$ cat config.mk
export PLATFORM = sky130hd
export DESIGN_NAME = avl_master_bc
export DESIGN_NICKNAME = d
export VERILOG_FILES = /design/src/rtl/avl_master_bc.sv
export SDC_FILE = /design/constraint.sdc
export NUM_CORES = 1
export LEC_CHECK = 0
export BUFFER_PORTS_ARGS = -buffer_cell sky130_fd_sc_hd__buf_2
export CORE_MARGIN = 2
export CORE_UTILIZATION = 46
export DETAILED_ROUTE_END_ITERATION = 16
export GPL_ROUTABILITY_DRIVEN = 0
export GPL_TIMING_DRIVEN = 0
export HOLD_SLACK_MARGIN = 0.05
export PLACE_DENSITY = 0.84
export SYNTH_ARGS = -nofsm -noshare
export SYNTH_HDL_FRONTEND = slang
export SYNTH_SLANG_ARGS = --single-unit
$ cat constraint.sdc
create_clock -name clk -period 1.8 [get_ports clk]
set_clock_uncertainty 0.05 [all_clocks]
set_input_delay 0.18 -clock clk [delete_from_list [all_inputs] [get_ports clk]]
set_output_delay 0.18 -clock clk [all_outputs]
set_load 0.02 [all_outputs]
$ cat src/rtl/avl_master_bc.sv
// Single-outstanding Avalon-MM master: turns level-held bus_* requests into read/write cycles.
// Optional waitrequest watchdog is enabled by defining AVL_TIMEOUT_EN.
module avl_master_bc #(
  parameter int unsigned TIMEOUT_CYCLES = 1024
) (
  input  logic        clk,
  input  logic        rst,
  // Avalon-MM side
  input  logic [31:0] avl_readdata_i,
  input  logic        avl_waitrequest_i,
  output logic [31:0] avl_address_o,
  output logic [3:0]  avl_byteenable_o,
  output logic [31:0] avl_writedata_o,
  output logic        avl_read_o,
  output logic        avl_write_o,
  // Arbiter side
  input  logic [31:0] bus_address_i,
  input  logic [31:0] bus_writedata_i,
  input  logic [3:0]  bus_byteenable_i,
  input  logic        bus_read_i,
  input  logic        bus_write_i,
  output logic [31:0] bus_readdata_o,
  output logic        bus_busy_o
);

  typedef enum logic [0:0] {StIdle, StActive} state_e;

  state_e      state_q;
  logic [31:0] avl_address_q;
  logic [3:0]  avl_byteenable_q;
  logic [31:0] avl_writedata_q;
  logic        avl_read_q;
  logic        avl_write_q;
  logic [31:0] bus_readdata_q;
  logic        req_valid;

  // Read and write together is malformed and never starts a transfer.
  assign req_valid = bus_read_i ^ bus_write_i;

`ifdef AVL_TIMEOUT_EN
  localparam int unsigned CntW = (TIMEOUT_CYCLES > 1) ? $clog2(TIMEOUT_CYCLES) : 1;
  localparam logic [CntW-1:0] TmoLast = CntW'(TIMEOUT_CYCLES - 1);
  logic [CntW-1:0] tmo_cnt_q;
`else
  logic unused_timeout;
  assign unused_timeout = ^TIMEOUT_CYCLES;
`endif

  always_ff @(posedge clk) begin
    if (rst) begin
      state_q          <= StIdle;
      avl_address_q    <= '0;
      avl_byteenable_q <= '0;
      avl_writedata_q  <= '0;
      avl_read_q       <= 1'b0;
      avl_write_q      <= 1'b0;
      bus_readdata_q   <= '0;
`ifdef AVL_TIMEOUT_EN
      tmo_cnt_q        <= '0;
`endif
    end else begin
      unique case (state_q)
        StIdle: begin
          if (req_valid) begin
            avl_address_q    <= bus_address_i;
            avl_byteenable_q <= bus_byteenable_i;
            avl_writedata_q  <= bus_writedata_i;
            avl_read_q       <= bus_read_i;
            avl_write_q      <= bus_write_i;
            state_q          <= StActive;
`ifdef AVL_TIMEOUT_EN
            tmo_cnt_q        <= '0;
`endif
          end
        end
        StActive: begin
          if (!avl_waitrequest_i) begin
            if (avl_read_q) begin
              bus_readdata_q <= avl_readdata_i;
            end
            avl_read_q  <= 1'b0;
            avl_write_q <= 1'b0;
            state_q     <= StIdle;
          end
`ifdef AVL_TIMEOUT_EN
          // Abort on the edge that would make the stall count reach TIMEOUT_CYCLES.
          else if (tmo_cnt_q == TmoLast) begin
            if (avl_read_q) begin
              bus_readdata_q <= 32'hFFFF_FFFF;
            end
            avl_read_q  <= 1'b0;
            avl_write_q <= 1'b0;
            state_q     <= StIdle;
          end else begin
            tmo_cnt_q <= tmo_cnt_q + 1'b1;
          end
`endif
        end
        default: begin
          state_q <= StIdle;
        end
      endcase
    end
  end

  assign avl_address_o    = avl_address_q;
  assign avl_byteenable_o = avl_byteenable_q;
  assign avl_writedata_o  = avl_writedata_q;
  assign avl_read_o       = avl_read_q;
  assign avl_write_o      = avl_write_q;
  assign bus_readdata_o   = bus_readdata_q;
  assign bus_busy_o       = (state_q == StActive);

endmodule

# --- Word level (Yosys, flattened, before mapping) ---
# Cells that the tools add are included.
# Widths: inputs -> output; s select.
word_totals:
  register_bits: 103
  inputBits: 105
  out_inout_bits: 103
  wordCells: 23
classes:
  eq_ne: 2
  n_mux: 8
  n_bitwise: 3
  n_reduce_logical: 3
op_table:
  columns: ["cell", "count"]
  rows:
  - ["$pmux 1 s2", 3]
  - ["$mux 1", 5]
  - ["$ne 2x2->1 const B", 2]
  - ["$reduce_and 2->1", 2]
  - ["$reduce_and 3->1", 1]
  - ["$not 1->1", 2]
  - ["$xor 1x1->1", 1]

# --- Longest topological paths before layout ---
# Gate-level depths: netlist (run 1).
logic_depth:
  word_depth: 3
  mapped_depth: 6
  depth_no_buf: 3

# --- Least setup slack after synthesis (run 1) ---
# OpenSTA, ideal clock, no wires.
synth_path:
  path_kind: "reg-to-reg"
  startpoint: "register state_q (netlist: bus_busy_o)"
  endpoint: "register bus_readdata_q[10] (netlist: bus_readdata_o[10])"
  setup_time_ns: 0.070
  arrival_time_ns: 1.275
  t_required_ns: 1.680
  setup_slack_ns: 0.404
  stages_incl_launch_ff: 7
  path_buffers: 3
  synth_period_minus_slack_ns: 1.396
  path_cell_list: "dfxtp_1 > buf_2 > and3b_1 > clkbuf_1 > buf_2 > nand2_1 > a21oi_1"
synth_between:
  elab_chain_len: 1
synth_lines:
  columns: ["item", "line", "text"]
  rows:
  - ["from (decl)", "28", "state_e state_q;"]
  - ["from (signal assigned)", "51", "state_q <= StIdle;"]
  - ["from (signal assigned)", "70", "state_q <= StActive;"]
  - ["from (signal assigned)", "83", "state_q <= StIdle;"]
  - ["$reduce_and 3->1 (no line)", null, null]
  - ["to (signal assigned)", "79", "bus_readdata_q <= avl_readdata_i;"]
  - ["to (decl)", "34", "logic [31:0] bus_readdata_q;"]
# Every way passes these cells.
# A chain may end at the register's enable or synchronous reset.

# --- Worst setup path in the final report (run 1) ---
layout_path:
  startpoint: "register state_q (netlist: bus_busy_o)"
  endpoint: "register avl_address_q[4] (netlist: avl_address_o[4])"
layout_between:
  elab_chain_len: 2
layout_lines:
  columns: ["item", "line", "text"]
  rows:
  - ["$not 1->1 (no line)", null, null]
  - ["$reduce_and 2->1 (no line)", null, null]
  - ["to (signal assigned)", "65", "avl_address_q <= bus_address_i;"]
  - ["to (decl)", "29", "logic [31:0] avl_address_q;"]
# Every way passes these cells.

==> results of run 1 <==
metal layers:
| metal | global-route usage [%] | vias up | part of all wire, % | routed length (um) |
|---|---|---|---|---|
| met1 | 26.2 | 1978 | 39 | 5050 |
| met5 | 0 | - | 0 | 0 |
| li1 | - | 2084 | - | - |
| met3 | 6.89 | 52 | 6.9 | 905 |
| met2 | 44.8 | 206 | 51 | 6590 |
| met4 | 12.2 | 0 | 3.7 | 484 |
cell type report:
type,instances,share of cell area [%]
flip-flops and latches,103,31.2
well taps,111,2.10
repair buffers,303,30.3
clock inverters,4,0.833
clock buffers,11,2.14
multi-input cells,316,30.9
plain buffers,34,2.59
power breakdown:
| group | leakage (uW) | internal (uW) | switching, uW | total (uW) |
|---|---|---|---|---|
| combinational | 0.00211 | 509 | 508 | 1020 |
| clock | 0.0000960 | 683 | 773 | 1460 |
| sequential | 0.000841 | 2400 | 67.2 | 2470 |
| total | 0.00305 | 3600 | 1350 | 4950 |
worst paths after layout:
path                                            end  slack (ns)  cells after the start
worst max register to register     avl_address_o[4]        0.20                      5
worst min register to register    bus_readdata_o[3]        0.41                      2
worst min-delay path            avl_writedata_o[18]        0.06                      3
worst max-delay path               avl_address_o[4]        0.20                      5
registers in the layout (all words and copies together), names as in the netlist:
register / flops
avl_write_o: 1
avl_address_o: 32
avl_writedata_o: 32
avl_read_o: 1
bus_readdata_o: 32
bus_busy_o: 1
avl_byteenable_o: 4
kinds of logic after synthesis:
logic type / Yosys count
flops: 103
buf+inv: 34
simple gates: 211
compound gates: 37
mux: 68
synth_stat cells (all sizes together):
| library cell | count | share of area (%) |
|---|---|---|
| nor3 | 2 | 0.23 |
| nand3b | 1 | 0.18 |
| nand2 | 64 | 5.6 |
| nand4b | 2 | 0.41 |
| nand2b | 138 | 20 |
| dfxtp | 103 | 48 |
| buf | 13 | 2.2 |
| mux2i | 68 | 16 |
| nor2b | 3 | 0.44 |
| clkbuf | 21 | 1.8 |
| o31ai | 2 | 0.35 |
| a21oi | 35 | 4.2 |
| and3b | 1 | 0.20 |
through the flow:
step,instance area [um2],setup slack [ns],cells,hold slack [ns]
floorplan,4270,0.404,453,0.266
global placement,5440,0.223,770,0.370
detailed placement,5440,0.156,770,0.376
CTS,6610,0.175,882,0.0502
global route,6610,0.0720,882,0.0600
finish,6610,0.197,882,0.0638
critical path, delay by kind of cell (launching register included):
family                 cells  cell delay, ns
DFF                        1            0.33
AOI/OAI and AO/OA          1            0.30
muxes                      1            0.25
buffers and inverters      3            0.60
==> flow_summary.json, run 1 <==
{
  "finalCritPeriodShare_pct": 89.1,
  "layout_min_cycle_time_ns": 1.60,
  "layout.area.seq_um2": 2060,
  "required_ns": 2.02,
  "multi_input_area_um2": 2040,
  "startpoint_type": "flop",
  "clock_path_buffers": 2,
  "synth-compound-area-share_pct": 4.54,
  "setup_viol_count_final": 0,
  "wl_per_cell_um": 14.8,
  "slew_violations": 0,
  "synthSimpleGateAreaFrac_pct": 27.3,
  "max_freq_mhz": 624,
  "max_cap_violations": 0,
  "clk_latency_ns": 0.35,
  "yosysSeqAreaShare_pct": 48.2,
  "worstMarginPinSlew_ns": 0.513,
  "synth_nets": 558,
  "crit_start": "bus_busy_o",
  "fillers": 640,
  "layout_commonest_cell": "buf_2",
  "crit_path_frequent_cell": "buf_6",
  "pin_count": 208,
  "synth_top_family_by_area": "simple AND/OR/NAND/NOR gates",
  "syn_to_final_growth_pct": 54.7,
  "worst_path_largest_cell_delay_ns": 0.33,
  "grt_remaining_overflow": 0,
  "die_area_um2": 10100,
  "cp_max_fo": 10,
  "clock-sinks": 103,
  "finalPower_uw": 4950,
  "rr_startpoint": "bus_busy_o",
  "rsz0062_at_grt": "false",
  "cp-end-kind": "flop",
  "crit_type": "reg2reg",
  "hold_viol": 0,
  "fp.dieW_um": 100,
  "dpl.hpwl_um": 7890,
  "initialDrtViolationCount": 127,
  "grt_max_degree": 17,
  "ys_seq_elements": 103,
  "power_density_nw_per_um2": 748,
  "cts_setup_buffers": 0,
  "grt_pass1_wl_um": 19900,
  "muxShareOfSynthArea_pct": 15.9,
  "grt_usage_pct": 24.7,
  "rows": 35,
  "die_h_um": 100,
  "num_antenna_cells": 0,
  "first_pass_iters": 4,
  "hold_path.class": "in2reg",
  "cpMaxStageDelayCell": "dfxtp_1",
  "cts_tree": "built",
  "layout-drive-gt1-share_pct": 30.2,
  "final_cell_mix": "211 x buf_2, 138 x nand2b_1, 103 x dfxtp_1, 97 x dlygate4sd3_1, 68 x mux2i_1",
  "start_util_pct": 46.9,
  "port-buffer-count": 206,
  "post-route-util_pct": 72.6,
  "wl_um": 13000,
  "ant_nets": 0,
  "fin_setup_tns_ns": 0,
  "core_um2": 9110,
  "cts-root-buf": "clkbuf_8",
  "maxSlewHeadroom_pct": 65.8,
  "holdCritStartpoint": "bus_writedata_i[18]",
  "grt_antenna_before_repair": 0,
  "synth_area_um2": 4270,
  "viasPerCell": 4.90,
  "worstPathCellList": "buf_2, a21oi_2, buf_6, buf_6, mux2i_1",
  "synthCells": 453,
  "outcome": "finished, final reports clean",
  "drc": 0,
  "fin_nets": 872,
  "syn_avg_cell_area_um2": 9.44,
  "htree_levels": 3,
  "ctsHoldBuffers": 97,
  "yosysWarnings": 0,
  "cts_buffers": 9,
  "ys_types": 17,
  "synth-xor-area-share_pct": 0,
  "grt_pass1_vias": 4322,
  "crit_arrival_ns": 1.82,
  "ctsResizeCount": 0,
  "path_clk_slew_ns": 0.09,
  "power_leakage_uw": 0.00305,
  "peakVddDrop_uv": 372,
  "synthAdderAreaFrac_pct": 0,
  "num_vias": 4320
}
No activity file was read; power rests on OpenSTA's default activity.
==> run 2: changes to the inputs <==
--- a/config.mk
+++ b/config.mk
@@ -6,13 +6,13 @@
 export NUM_CORES = 1
 export LEC_CHECK = 0
 export BUFFER_PORTS_ARGS = -buffer_cell sky130_fd_sc_hd__buf_2
+export CORE_ASPECT_RATIO = 0.7
 export CORE_MARGIN = 2
-export CORE_UTILIZATION = 46
+export CORE_UTILIZATION = 50
 export DETAILED_ROUTE_END_ITERATION = 16
-export GPL_ROUTABILITY_DRIVEN = 0
 export GPL_TIMING_DRIVEN = 0
 export HOLD_SLACK_MARGIN = 0.05
-export PLACE_DENSITY = 0.84
+export PLACE_DENSITY = 0.9
 export SYNTH_ARGS = -nofsm -noshare
 export SYNTH_HDL_FRONTEND = slang
 export SYNTH_SLANG_ARGS = --single-unit
==> constraint.sdc (replaced) <==
create_clock -name clk -period 1.92 [get_ports clk]
set_clock_uncertainty 0.05 [all_clocks]
set_input_delay 0.192 -clock clk [delete_from_list [all_inputs] [get_ports clk]]
set_output_delay 0.192 -clock clk [all_outputs]
set_load 0.02 [all_outputs]
==> flow_summary.json, run 2 (synthesized netlist as in run 1, its figures left out) <==
{
  "outcome": "finished, final reports clean",
  "cpMaxStageDelayCell": "dfxtp_1",
  "post_dp_cell_area_um2": 5440,
  "peakVddDrop_uv": 643,
  "ant_nets": 0,
  "initialDrtViolationCount": 190,
  "crit_type": "reg2reg",
  "max_freq_mhz": 641,
  "syn_to_final_growth_pct": 43.0,
  "r2r_cells": 5,
  "cts_buffers": 9,
  "hold_path.class": "in2reg",
  "viasPerCell": 4.95,
  "max_cap_violations": 0,
  "final_cell_mix": "211 x buf_2, 138 x nand2b_1, 103 x dfxtp_1, 68 x mux2i_1, 64 x nand2_1",
  "worstPathCellList": "buf_2, a21oi_2, buf_6, buf_6, mux2i_1",
  "r2r_setup_slack_ns": 0.36,
  "holdCritStartpoint": "avl_readdata_i[15]",
  "crit_family": "buffers and inverters",
  "cts_tree": "built",
  "wl_per_cell_um": 14.9,
  "path_buf_inv": 3,
  "dpl.hpwl_um": 8340,
  "grt_pass1_wl_um": 18900,
  "layout-drive-gt1-share_pct": 32.7,
  "worstMarginPinSlew_ns": 0.478,
  "first_pass_iters": 4,
  "dp_slack_ns": 0.287,
  "hold_viol": 0,
  "start_util_pct": 51.0,
  "htree_levels": 3,
  "cts-root-buf": "clkbuf_16",
  "path_clk_slew_ns": 0.07,
  "pin_count": 208,
  "grt_pass1_vias": 4026,
  "die_area_um2": 9320,
  "clock_path_buffers": 2,
  "cts_setup_buffers": 0,
  "grt_usage_pct": 25.9,
  "clock-sinks": 103,
  "fin_ws_ns": 0.361,
  "die_h_um": 81.4,
  "required_ns": 2.13,
  "cp-end-kind": "flop",
  "layout.area.seq_um2": 2060,
  "core_um2": 8370,
  "setup_viol_count_final": 0,
  "num_vias": 4057,
  "fin_setup_tns_ns": 0,
  "rsz0062_at_grt": "false",
  "drc": 0,
  "finalCritPeriodShare_pct": 81.2,
  "fp.dieW_um": 115,
  "layout_min_cycle_time_ns": 1.56,
  "min_path_cells": 3,
  "wl_um": 12200,
  "num_antenna_cells": 0,
  "rr_startpoint": "bus_busy_o",
  "maxSlewHeadroom_pct": 68.1,
  "power_density_nw_per_um2": 796,
  "crit_arrival_ns": 1.77,
  "power_leakage_uw": 0.00284,
  "grt_remaining_overflow": 0,
  "min_delay_worst_endpoint": "bus_readdata_o[15]",
  "timing.rr.end": "avl_writedata_o[29]",
  "fillers": 602,
  "fin_nets": 815,
  "clk_latency_ns": 0.33,
  "ctsResizeCount": 0,
  "port-buffer-count": 206,
  "slew_violations": 0,
  "multi_input_area_um2": 2040,
  "startpoint_type": "flop",
  "rows": 28,
  "grt_max_degree": 17,
  "layout_commonest_cell": "buf_2",
  "grt_antenna_before_repair": 0,
  "final_area_um2": 6110,
  "worst_path_largest_cell_delay_ns": 0.30,
  "cp_max_fo": 10,
  "crit_path_frequent_cell": "buf_6",
  "ctsHoldBuffers": 40,
  "gp_congestion": 0.797
}
[run 2: changes by cell type in the layout (fill, tap and decap cells not counted)]
cell           previous run  this run
clkinv_2                  0         2
clkbuf_16                 0         9
bufinv_16                 1         0
clkinvlp_4                1         2
clkbuf_8                 10         1
dlygate4sd3_1            97        40
inv_6                     1         0
[run 2: final cells by class]
cell class                 instances  share of cell area [%]
timing repair buffer             246                    23.4
sequential                       103                    33.7
clock buffer                      11                    3.97
tap                              105                    2.15
buffer                            34                    2.80
multi-input combinational        316                    33.4
clock inverter                     5                   0.553
[run 2: worst max path at each step]
stage,start,to,cells past startpoint
2_1_floorplan,bus_busy_o,bus_readdata_o[10],6
3_3_place_gp,bus_write_i,avl_address_o[10],6
3_5_place_dp,bus_read_i,avl_address_o[14],6
4_1_cts,bus_busy_o,avl_address_o[14],5
5_1_grt,bus_busy_o,bus_readdata_o[6],5
6_report,bus_busy_o,avl_writedata_o[29],5
[run 2: where the power goes]
group	total [uW]	internal (uW)	switching [uW]	leakage, uW
Combinational	853	401	451	0.00187
Sequential	2320	2260	65.5	0.000841
Clock	1690	913	777	0.000132
[run 2: per-stage QoR]
stage | std cells | hold WS [ns] | power [uW] | utilization [%]
global placement | 764 | 0.382 | 3120 | 64.9
floorplan | 453 | 0.278 | 2840 | -
CTS | 820 | 0.0501 | 4900 | 73.0
global route | 820 | 0.0548 | 5050 | 73.0
detailed placement | 764 | 0.388 | 3150 | 64.9
finish | 820 | 0.0633 | 4860 | 73.0
[run 2: worst min-delay path, delay by kind of cell]
kind,cells,cell delay (ns)
buffers and inverters,1,0.10
AO/OA/AOI/OAI,1,0.06
AND/OR/NAND/NOR,1,0.05
[run 2: metal layers]
| layer | up-vias | track usage [%] | part of all wire (%) |
|---|---|---|---|
| met5 | - | 0 | 0 |
| met4 | 0 | 14.3 | 3.2 |
| met3 | 37 | 6.27 | 6.0 |
| met2 | 170 | 46.5 | 50 |
| met1 | 1873 | 28.5 | 41 |
| li1 | 1977 | - | - |
==> run 3: changes to the inputs <==
--- a/config.mk
+++ b/config.mk
@@ -8,11 +8,11 @@
 export BUFFER_PORTS_ARGS = -buffer_cell sky130_fd_sc_hd__buf_2
 export CORE_ASPECT_RATIO = 0.7
 export CORE_MARGIN = 2
-export CORE_UTILIZATION = 50
+export CORE_UTILIZATION = 42
 export DETAILED_ROUTE_END_ITERATION = 16
 export GPL_TIMING_DRIVEN = 0
 export HOLD_SLACK_MARGIN = 0.05
-export PLACE_DENSITY = 0.9
+export PLACE_DENSITY = 0.81
 export SYNTH_ARGS = -nofsm -noshare
 export SYNTH_HDL_FRONTEND = slang
 export SYNTH_SLANG_ARGS = --single-unit
==> constraint.sdc (replaced) <==
create_clock -name clk -period 1.3 [get_ports clk]
set_clock_uncertainty 0.05 [all_clocks]
set_input_delay 0.13 -clock clk [delete_from_list [all_inputs] [get_ports clk]]
set_output_delay 0.13 -clock clk [all_outputs]
set_load 0.02 [all_outputs]
==> flow_summary.json, run 3 (synthesized netlist as in run 1, its figures left out) <==
{
  "required_ns": 1.51,
  "layout_commonest_cell": "buf_2",
  "cts-root-buf": "clkbuf_16",
  "p_seq_share_pct": 45.3,
  "port-buffer-count": 206,
  "finalCritPeriodShare_pct": 98.9,
  "fp.dieW_um": 125,
  "setup_viol_count_final": 0,
  "cpMaxStageDelayCell": "dfxtp_2",
  "worst_path_largest_cell_delay_ns": 0.33,
  "die_area_um2": 11000,
  "drc": 0,
  "p_int_uw": 5480,
  "die_h_um": 88.4,
  "cp-end-kind": "flop",
  "hold_slack_ns": 0.0658,
  "syn_to_final_growth_pct": 61.4,
  "clkPwrFrac_pct": 35.1,
  "cts_buffers": 9,
  "core_um2": 9800,
  "gp_congestion": 0.879,
  "peakVddDrop_uv": 779,
  "viasPerCell": 4.81,
  "clock_path_buffers": 2,
  "startpoint_type": "flop",
  "path_buf_inv": 3,
  "worstPathCellList": "buf_6, a21oi_4, buf_8, buf_12, mux2i_1",
  "p_switching_uw": 2090,
  "maxSlewHeadroom_pct": 63.1,
  "dpl.hpwl_um": 8360,
  "rsz0062_at_grt": "true",
  "power_leakage_uw": 0.00316,
  "htree_levels": 3,
  "layout_min_cycle_time_ns": 1.29,
  "switching_share_pct": 27.6,
  "start_util_pct": 43.6,
  "num_antenna_cells": 0,
  "cts_tree": "built",
  "path_clk_slew_ns": 0.08,
  "fillers": 687,
  "hold_path.class": "in2reg",
  "power_density_nw_per_um2": 1100,
  "clk_latency_ns": 0.34,
  "num_vias": 4364,
  "pwr-share-comb_pct": 19.6,
  "slew_violations": 0,
  "first_pass_iters": 4,
  "crit_type": "reg2reg",
  "max_freq_mhz": 778,
  "final_cell_mix": "207 x buf_2, 138 x nand2b_1, 102 x dfxtp_1, 100 x dlygate4sd3_1, 68 x mux2i_1",
  "post-route-util_pct": 70.4,
  "grt_antenna_before_repair": 0,
  "ant_nets": 0,
  "outcome": "finished, final reports clean",
  "max_cap_violations": 0,
  "crit_arrival_ns": 1.49,
  "initialDrtViolationCount": 145,
  "wl_per_cell_um": 15.1,
  "grt_pass1_vias": 4486,
  "clock-sinks": 103,
  "pin_count": 208,
  "crit_family": "buffers and inverters",
  "grt_max_degree": 19,
  "wl_um": 13700,
  "grt_pass1_wl_um": 21300,
  "grt_remaining_overflow": 0,
  "layout.area.seq_um2": 2060,
  "grt_usage_pct": 23.9,
  "cp_max_fo": 10,
  "multi_input_area_um2": 2060,
  "rows": 30,
  "layout-drive-gt1-share_pct": 31.7,
  "hold_viol": 0,
  "worstMarginPinSlew_ns": 0.554,
  "fin_nets": 879
}
run 3: cell types whose count changed in the layout (fill, tap and decap cells not counted), moves of 2 or more:
cell,previous run,this run
buf_4,4,7
buf_12,0,2
buf_2,211,207
clkinv_4,1,3
buf_6,3,6
dlygate4sd3_1,40,100
clkbuf_1,22,17
buf_8,0,4
clkinv_2,2,0
run 3: final timing paths:
kind	cells after the start	slack, ns	startpoint	to
max	5	0.01	bus_busy_o	avl_address_o[4]
min	3	0.07	avl_waitrequest_i	bus_busy_o
max reg2reg	5	0.01	bus_busy_o	avl_address_o[4]
min reg2reg	2	0.41	bus_readdata_o[0]	bus_readdata_o[0]
run 3: per-stage QoR:
stage               setup WS (ns)  std cells  cell area [um2]  setup TNS (ns)  total power (uW)
finish                     0.0148        907             6900               0              7570
global route              -0.0363        907             6900          -0.514              7850
CTS                       0.00833        906             6860               0              7570
detailed placement         -0.216        787             5480           -8.13              4650
global placement           -0.155        787             5480           -5.09              4610
floorplan                 0.00124        453             4290               0              4200
run 3: per-layer routing:
layer  up-vias  part of all wire (%)  track usage, %
li1       2108                     -               -
met4         0                   2.7            9.50
met1      2026                    40            26.9
met3        40                   6.4            6.35
met5         -                     0               0
met2       190                    50            44.2
run 3: final cells by class:
type	instances	share of cell area [%]
Buffer	33	3.47
Clock buffer	10	3.47
Clock inverter	6	0.780
Multi-Input combinational cell	316	29.8
Sequential cell	103	29.9
Tap cell	128	2.32
Timing Repair Buffer	311	30.2
run 3: tightest hold or removal path: stages:
cell	delay, ns
buf_2	0.13
nor2b_1	0.10
nor3_1	0.06
run 3: timing repair:
item,4_1_cts,5_1_grt
setup buffers,4,1
hold buffers,100,0
endpoints found under the setup margin,60,59
hold endpoints to repair,100,0
cloned,0,0
resized for setup,16,14
run 3: power by group through the flow:
stage / Clock (uW) / Combinational (uW) / Sequential (uW)
3_3_place_gp: 0 / 1130 / 3480
5_1_grt: 2820 / 1580 / 3440
2_1_floorplan: 0 / 500 / 3700
6_report: 2660 / 1480 / 3430
3_5_place_dp: 0 / 1160 / 3490
4_1_cts: 2700 / 1450 / 3420
